File: src/rtl/ssd_bcd_scanner.sv
// Seven-segment score display: sequential double-dabble binary-to-BCD conversion
// feeding a time-multiplexed common-anode scanner. Optional hex mode: SSD_HEX_MODE_EN.
module ssd_bcd_scanner #(
  parameter int NUM_DIGITS = 2,
  parameter int VALUE_W    = 8,
  parameter int SCAN_DIV   = 18
) (
  input  logic                  Clk,
  input  logic                  Reset_n,
  input  logic [VALUE_W-1:0]    Value,
  input  logic                  Load,
`ifdef SSD_HEX_MODE_EN
  input  logic                  Hex_Mode,
`endif
  output logic                  Busy,
  output logic                  Done,
  output logic                  Overflow,
  output logic [NUM_DIGITS-1:0] An,
  output logic [7:0]            Seg
);

  localparam int DEC_DIGITS = (VALUE_W * 302 + 999) / 1000 + 1;
  // At least one guard nibble above the shown digits so overflow is always detectable.
  localparam int BCD_DIGITS = (DEC_DIGITS > NUM_DIGITS) ? DEC_DIGITS : NUM_DIGITS + 1;
  localparam int BCD_W      = BCD_DIGITS * 4;
  localparam int DISP_W     = NUM_DIGITS * 4;
  localparam int CNT_W      = $clog2(VALUE_W + 1);
  localparam int IDX_W      = (NUM_DIGITS > 1) ? $clog2(NUM_DIGITS) : 1;
  localparam int EXT_W      = ((VALUE_W > DISP_W) ? VALUE_W : DISP_W) + 1;

  typedef enum logic [1:0] {S_IDLE, S_CONV, S_COMMIT} state_t;

  state_t                r_state, w_next;
  logic [VALUE_W-1:0]    r_bin;
  logic [BCD_W-1:0]      r_bcd;
  logic [CNT_W-1:0]      r_cnt;
  logic                  r_pend;
  logic                  r_pend_hex;
  logic [VALUE_W-1:0]    r_pend_val;
  logic [DISP_W-1:0]     r_disp;
  logic                  r_ovf;
  logic                  r_done;
  logic [SCAN_DIV-1:0]   r_pre;
  logic [IDX_W-1:0]      r_idx;
  logic [NUM_DIGITS-1:0] r_an;
  logic [7:0]            r_seg;

  logic                  w_load_hex;
  logic                  w_capture, w_commit, w_pend_wr, w_pend_clr, w_hex_wr;
  logic [VALUE_W-1:0]    w_cap_val;
  logic [EXT_W-1:0]      w_hex_ext;
  logic [BCD_W-1:0]      w_adj;
  logic [NUM_DIGITS-1:0] w_blank;
  logic                  w_run;
  logic [3:0]            w_nib;
  logic [7:0]            w_seg_next;

`ifdef SSD_HEX_MODE_EN
  assign w_load_hex = Hex_Mode;
`else
  assign w_load_hex = 1'b0;
`endif

  // Valid/ready contract: Load is a single-cycle request with no back-pressure; requests
  // arriving while busy are held in a one-deep pending slot where the newest one wins.
  always_comb begin
    w_next     = r_state;
    w_capture  = 1'b0;
    w_commit   = 1'b0;
    w_pend_wr  = 1'b0;
    w_pend_clr = 1'b0;
    w_hex_wr   = 1'b0;
    w_cap_val  = Load ? Value : r_pend_val;
    case (r_state)
      S_IDLE: begin
        if (Load || r_pend) begin
          w_pend_clr = 1'b1;
          if (Load ? w_load_hex : r_pend_hex) begin
            w_hex_wr = 1'b1;
          end else begin
            w_capture = 1'b1;
            w_next    = S_CONV;
          end
        end
      end
      S_CONV: begin
        w_pend_wr = Load;
        if (r_cnt == CNT_W'(VALUE_W - 1)) w_next = S_COMMIT;
      end
      S_COMMIT: begin
        w_commit  = 1'b1;
        w_pend_wr = Load;
        w_cap_val = r_pend_val;
        // A pending hex request is left for IDLE, which handles it in one cycle.
        if (r_pend && !r_pend_hex) begin
          w_capture  = 1'b1;
          w_pend_clr = 1'b1;
          w_next     = S_CONV;
        end else begin
          w_next = S_IDLE;
        end
      end
      default: w_next = S_IDLE;
    endcase
  end

  always_ff @(posedge Clk or negedge Reset_n) begin
    if (!Reset_n) r_state <= S_IDLE;
    else          r_state <= w_next;
  end

  always_comb begin
    w_adj = r_bcd;
    for (int i = 0; i < BCD_DIGITS; i++) begin
      if (r_bcd[i*4 +: 4] >= 4'd5) w_adj[i*4 +: 4] = r_bcd[i*4 +: 4] + 4'd3;
    end
  end

  assign w_hex_ext = EXT_W'(w_cap_val);

  always_ff @(posedge Clk or negedge Reset_n) begin
    if (!Reset_n) begin
      r_bin      <= '0;
      r_bcd      <= '0;
      r_cnt      <= '0;
      r_pend     <= 1'b0;
      r_pend_hex <= 1'b0;
      r_pend_val <= '0;
      r_disp     <= '0;
      r_ovf      <= 1'b0;
      r_done     <= 1'b0;
    end else begin
      if (w_capture) begin
        r_bin <= w_cap_val;
        r_bcd <= '0;
        r_cnt <= '0;
      end else if (r_state == S_CONV) begin
        r_bcd <= {w_adj[BCD_W-2:0], r_bin[VALUE_W-1]};
        r_bin <= r_bin << 1;
        r_cnt <= r_cnt + 1'b1;
      end
      if (w_pend_wr) begin
        r_pend     <= 1'b1;
        r_pend_val <= Value;
        r_pend_hex <= w_load_hex;
      end else if (w_pend_clr) begin
        r_pend <= 1'b0;
      end
      r_done <= w_commit | w_hex_wr;
      if (w_commit) begin
        r_disp <= r_bcd[DISP_W-1:0];
        r_ovf  <= |r_bcd[BCD_W-1:DISP_W];
      end else if (w_hex_wr) begin
        r_disp <= w_hex_ext[DISP_W-1:0];
        r_ovf  <= |(w_hex_ext >> DISP_W);
      end
    end
  end

  function automatic logic [7:0] glyph(input logic [3:0] d);
    case (d)
      4'h0: glyph = 8'b00000010;
      4'h1: glyph = 8'b10011110;
      4'h2: glyph = 8'b00100100;
      4'h3: glyph = 8'b00001100;
      4'h4: glyph = 8'b10011000;
      4'h5: glyph = 8'b01001000;
      4'h6: glyph = 8'b01000000;
      4'h7: glyph = 8'b00011110;
      4'h8: glyph = 8'b00000000;
      4'h9: glyph = 8'b00001000;
`ifdef SSD_HEX_MODE_EN
      4'hA: glyph = 8'b00010000;
      4'hB: glyph = 8'b11000000;
      4'hC: glyph = 8'b01100010;
      4'hD: glyph = 8'b10000100;
      4'hE: glyph = 8'b01100000;
      4'hF: glyph = 8'b01110000;
`endif
      default: glyph = 8'hFF;
    endcase
  endfunction

  // A digit blanks when it and every digit above it are zero; digit 0 always shows.
  always_comb begin
    w_blank = '0;
    w_run   = 1'b1;
    for (int i = NUM_DIGITS - 1; i >= 0; i--) begin
      w_run      = w_run & (r_disp[i*4 +: 4] == 4'd0);
      w_blank[i] = w_run && (i != 0);
    end
  end

  assign w_nib      = r_disp[r_idx*4 +: 4];
  assign w_seg_next = r_ovf ? 8'b11111101 : (w_blank[r_idx] ? 8'hFF : glyph(w_nib));

  always_ff @(posedge Clk or negedge Reset_n) begin
    if (!Reset_n) begin
      r_pre <= '0;
      r_idx <= '0;
      r_an  <= '1;
      r_seg <= 8'hFF;
    end else begin
      r_pre <= r_pre + 1'b1;
      if (&r_pre) r_idx <= (r_idx == IDX_W'(NUM_DIGITS - 1)) ? '0 : r_idx + 1'b1;
      r_an  <= ~(NUM_DIGITS'(1) << r_idx);
      r_seg <= w_seg_next;
    end
  end

  assign Busy     = (r_state != S_IDLE);
  assign Done     = r_done;
  assign Overflow = r_ovf;
  assign An       = r_an;
  assign Seg      = r_seg;

endmodule

File: config.mk
export PLATFORM = sky130hd
export DESIGN_NAME = ssd_bcd_scanner
export DESIGN_NICKNAME = d
export VERILOG_FILES = /design/src/rtl/ssd_bcd_scanner.sv
export SDC_FILE = /design/constraint.sdc
export NUM_CORES = 1
export LEC_CHECK = 0
export CORE_MARGIN = 2
export CORE_UTILIZATION = 40
export DETAILED_ROUTE_END_ITERATION = 12
export PLACE_DENSITY = 0.69
export SLEW_MARGIN = 0
export SYNTH_ARGS = -nofsm -noshare
export SYNTH_HDL_FRONTEND = slang
export SYNTH_SLANG_ARGS = --single-unit
File: constraint.sdc
create_clock -name Clk -period 2 [get_ports Clk]
set_input_delay 0.4 -clock Clk [delete_from_list [all_inputs] [get_ports Clk]]
set_output_delay 0.4 -clock Clk [all_outputs]
set_load 0.02 [all_outputs]
==> qor.csv <==
stage,metric,value,unit
status,run_status,completed,
synthesis,synth-edff-count,0,
layout,post_layout_nonfiller_instances,526,
global_route,global_route.overflow_total,0,
sta,grt_setup_unrepaired,false,
place,port-buffer-count,23,
sta,worst_rel_slew_slack,71.33,%
floorplanning,die_width,102.0,µm
routing,route.vias.total,2628,
layout,share_of_cells_above_drive_strength_1,15.11,%
cts,cts_tree,built,
power,power.switching_fraction,37.46,%
power,clkPwrFrac,16.9,%
floorplanning,die_h,102.0,µm
power,power.density,1324,nW/µm²
sta,layout_min_cycle_time,1.866,ns
power,power_switching,2208,µW
power,power.internal,3687,µW
cts,worstSkewPairLatency,0.34,ns
sta,hold_viol,0,
floorplanning,floorplan.initialDensity,41.36,%
synthesis,synth-seq-cells,78,
cts,post_cts_buffers,0,
routing,drt_drc_violations_left,0,
synthesis,synthFlopType,sky130_fd_sc_hd__dfrtp_1,
synthesis,most_numerous_cell_in_the_yosys_netlist,sky130_fd_sc_hd__dfrtp_1,
cts,reg_clk_slew_reported_paths,0.08,ns
global_route,grt_first_pass_wirelength,11860,µm
layout,antenna_cells,0,
cts,cts.sink_count,78,
routing,drtAntennaViolNets,0,
place,detail_placement_hpwl,4512,µm
global_route,grt_antenna_before_repair,0,
floorplanning,io_pins,24,
sta,timing.fmax,535.9,MHz
synthesis,syn_area,3840,µm²
synthesis,post_synth_cell_types,37,
sta,setup_viol,0,
routing,total_wire_length_after_detailed_routing,6582,µm
worst_hold_path,min_path_type,flop to flop,
synthesis,yosysTopAreaCell,sky130_fd_sc_hd__dfrtp_1,
worst_setup_path,worst-endpoint-required,1.60,ns
global_route,grt_use_total,14.30,%
sta,fin_crit_sh,93.30,%
synthesis,postSynthAreaPerCell,10.70,µm²
worst_setup_path,worstSetupPathType,flop to primary output,
place,placement.setup.worst_slack,0.2234,ns
cts,cts.htree.levels,3,
global_route,first_global_vias,2595,
power,power.static_leakage,0.001933,µW
worst_setup_path,arrival_time_of_data_at_the_critical_path_endpoint,1.47,ns
synthesis,share_of_the_yosys_chip_area_belonging_to_registers,51.16,%
sta,slew_viol_final,0,
worst_setup_path,path_max_fanout,5,
synthesis,postSynthNetCount,393,
job,maxCapViolations,0,
routing,first_pass_drt_iterations,4,
synthesis,synth_top_area_share,44.31,%
power,power_share_of_the_sequential_group,40.6,%
floorplanning,core.rowCount,35,
worst_setup_path,start_kind,flop,
routing,post_drt_wl_per_cell,12.51,µm
layout,final_nets,426,
power,share_comb_of_total_power,42.5,%
layout,area_growth_syn_to_layout,15.97,%
synthesis,synthTopCellsByArea,"sky130_fd_sc_hd__dfrtp_1, sky130_fd_sc_hd__ha_1, sky130_fd_sc_hd__dfstp_2",
cts,clock_path_buffers,2,
floorplanning,floorplan.die_area,10400,µm²
sta,actual_transition_at_the_worst_max_transition_pin,0.4301,ns
sta,setup_total_negative_slack,0,ns
sta,timing.final.ws_setup,0.1340,ns
synthesis,synth-warning-count,0,
place,place_inst,509,
floorplanning,design.core.area,9284,µm²
synthesis,synthesis.instances,359,
worst_setup_path,timing.reg2reg.setup_slack,0.25,ns
worst_setup_path,critPathCaptureType,primary output,
place,finalWeightedCongestion,0.7969,
routing,drt_first_iter_violations,130,
sta,final.setup_skew,0.006199,ns
cts,cts_inserted_buffers,9,
cts,clock-root-buffer,sky130_fd_sc_hd__clkbuf_8,
routing,route.detailed.vias_per_inst,4.996,
global_route,grt_start_max_net_pins,37,
power,vdd_drop_max,0.5605,mV
synthesis,ys_async_sr_fraction,100.0,%
synthesis,netlist_top_cells_count,"sky130_fd_sc_hd__dfrtp_1, sky130_fd_sc_hd__nand2_1, sky130_fd_sc_hd__a21oi_1",
[sequential cells by signal, indices dropped and copies added (netlist names)]
name        cells
r_pre          18
r_bcd          16
Seg             8
r_bin           8
r_disp          8
r_pend_val      8
r_cnt           4
An              2
r_state         2
Done            1
Overflow        1
r_idx           1
r_pend          1
[routing by layer]
layer  GRT usage (%)  wire length, µm  up-vias
met4           7.077              114        0
li1                -                -     1317
met3           2.736              183        9
met1           19.76             3222     1260
met5               0                0        -
met2           21.66             3061       42
[cell usage in the layout (no fill, tap or decap), types with 2 or more instances in the layout]
cell type                         synthesis  layout
sky130_fd_sc_hd__a211oi_1                13      13
sky130_fd_sc_hd__a21oi_1                 25      25
sky130_fd_sc_hd__a31oi_1                  5       5
sky130_fd_sc_hd__and4_1                   2       2
sky130_fd_sc_hd__buf_12                   0       2
sky130_fd_sc_hd__buf_4                    0      10
sky130_fd_sc_hd__clkbuf_1                 8       3
sky130_fd_sc_hd__clkbuf_8                 0       9
sky130_fd_sc_hd__clkdlybuf4s50_1          0      21
sky130_fd_sc_hd__clkinv_2                 0       3
sky130_fd_sc_hd__dfrtp_1                 68      68
sky130_fd_sc_hd__dfstp_2                 10      10
sky130_fd_sc_hd__ha_1                    23      23
sky130_fd_sc_hd__inv_1                   18      18
sky130_fd_sc_hd__mux2_2                  19      19
sky130_fd_sc_hd__mux2i_1                 14      14
sky130_fd_sc_hd__nand2_1                 33      33
sky130_fd_sc_hd__nand2b_1                 4       4
sky130_fd_sc_hd__nand3_1                 19      19
sky130_fd_sc_hd__nand3b_1                 2       2
sky130_fd_sc_hd__nand4_1                  4       4
sky130_fd_sc_hd__nor2_1                  18      17
sky130_fd_sc_hd__nor2b_1                 10      10
sky130_fd_sc_hd__nor3b_1                  2       2
sky130_fd_sc_hd__nor4_1                   2       2
sky130_fd_sc_hd__o21ai_0                 17      17
sky130_fd_sc_hd__o22ai_1                  3       3
sky130_fd_sc_hd__or3_1                    4       4
sky130_fd_sc_hd__xnor2_1                 13      13
sky130_fd_sc_hd__xor2_1                   8       8
[power groups by stage]
stage               registers, µW  clock network (µW)  logic (µW)
floorplan                    2460                   0        1710
global placement             2410                   0        2450
detailed placement           2430                   0        2510
CTS                          2400                1030        2520
global route                 2470                1090        2830
finish                       2400                 995        2500
[critical path, cell delays in order, from the launching register on]
cell and delay [ns]:
sky130_fd_sc_hd__dfrtp_1 0.40, sky130_fd_sc_hd__inv_1 0.12, sky130_fd_sc_hd__ha_1 0.24, sky130_fd_sc_hd__inv_1 0.05, sky130_fd_sc_hd__dlygate4sd2_1 0.31
[layout make-up]
type	count	area, µm²
fill	887	4831
sequential	78	1964
multi-input combinational	250	1757
timing repair buffer	35	344.1
tap	129	161.4
clock buffer	12	135.1
inverter	18	67.56
clock inverter	4	23.77
[metrics by stage]
step	utilization [%]	instance area (µm²)	hold WS (ns)	power (µW)
after floorplan	-	3840	0.1044	4165
after global placement	46.16	4285	0.3267	4862
after detailed placement	46.16	4285	0.3286	4936
after CTS	47.97	4453	0.4722	5955
after global routing	47.97	4453	0.4916	6392
final	47.97	4453	0.4666	5895
[repair_timing]
action,CTS,global route
hold endpoints to repair,22,0
resized for setup,1,0
endpoints found under the setup margin,1,0
hold buffers,1,0
[worst paths after layout]
path | startpoint | end | cells after the start
max | r_state[1]$_DFFE_PN0P_ | Busy | 4
min in group asynchronous | Reset_n | r_cnt[2]$_DFFE_PN0P_ | 2
max in group asynchronous | Reset_n | Seg[6]$_DFF_PN1_ | 3
min | r_pre[13]$_DFF_PN0_ | r_pre[13]$_DFF_PN0_ | 1
min reg2reg | r_pre[13]$_DFF_PN0_ | r_pre[13]$_DFF_PN0_ | 1
max reg2reg | r_idx$_DFFE_PN0P_ | Seg[2]$_DFF_PN1_ | 6
[kinds of logic after synthesis]
logic type	Yosys count	synth area share, %
flip-flops	78	51.16
multiplexers	33	9.221
AND/OR/NAND/NOR	106	13.98
XOR/XNOR	21	4.790
AO/OA/AOI/OAI	67	10.20
buffers and inverters	31	3.160
adder cells (fa/ha/maj)	23	7.494
(Power assumes the default switching activity.)
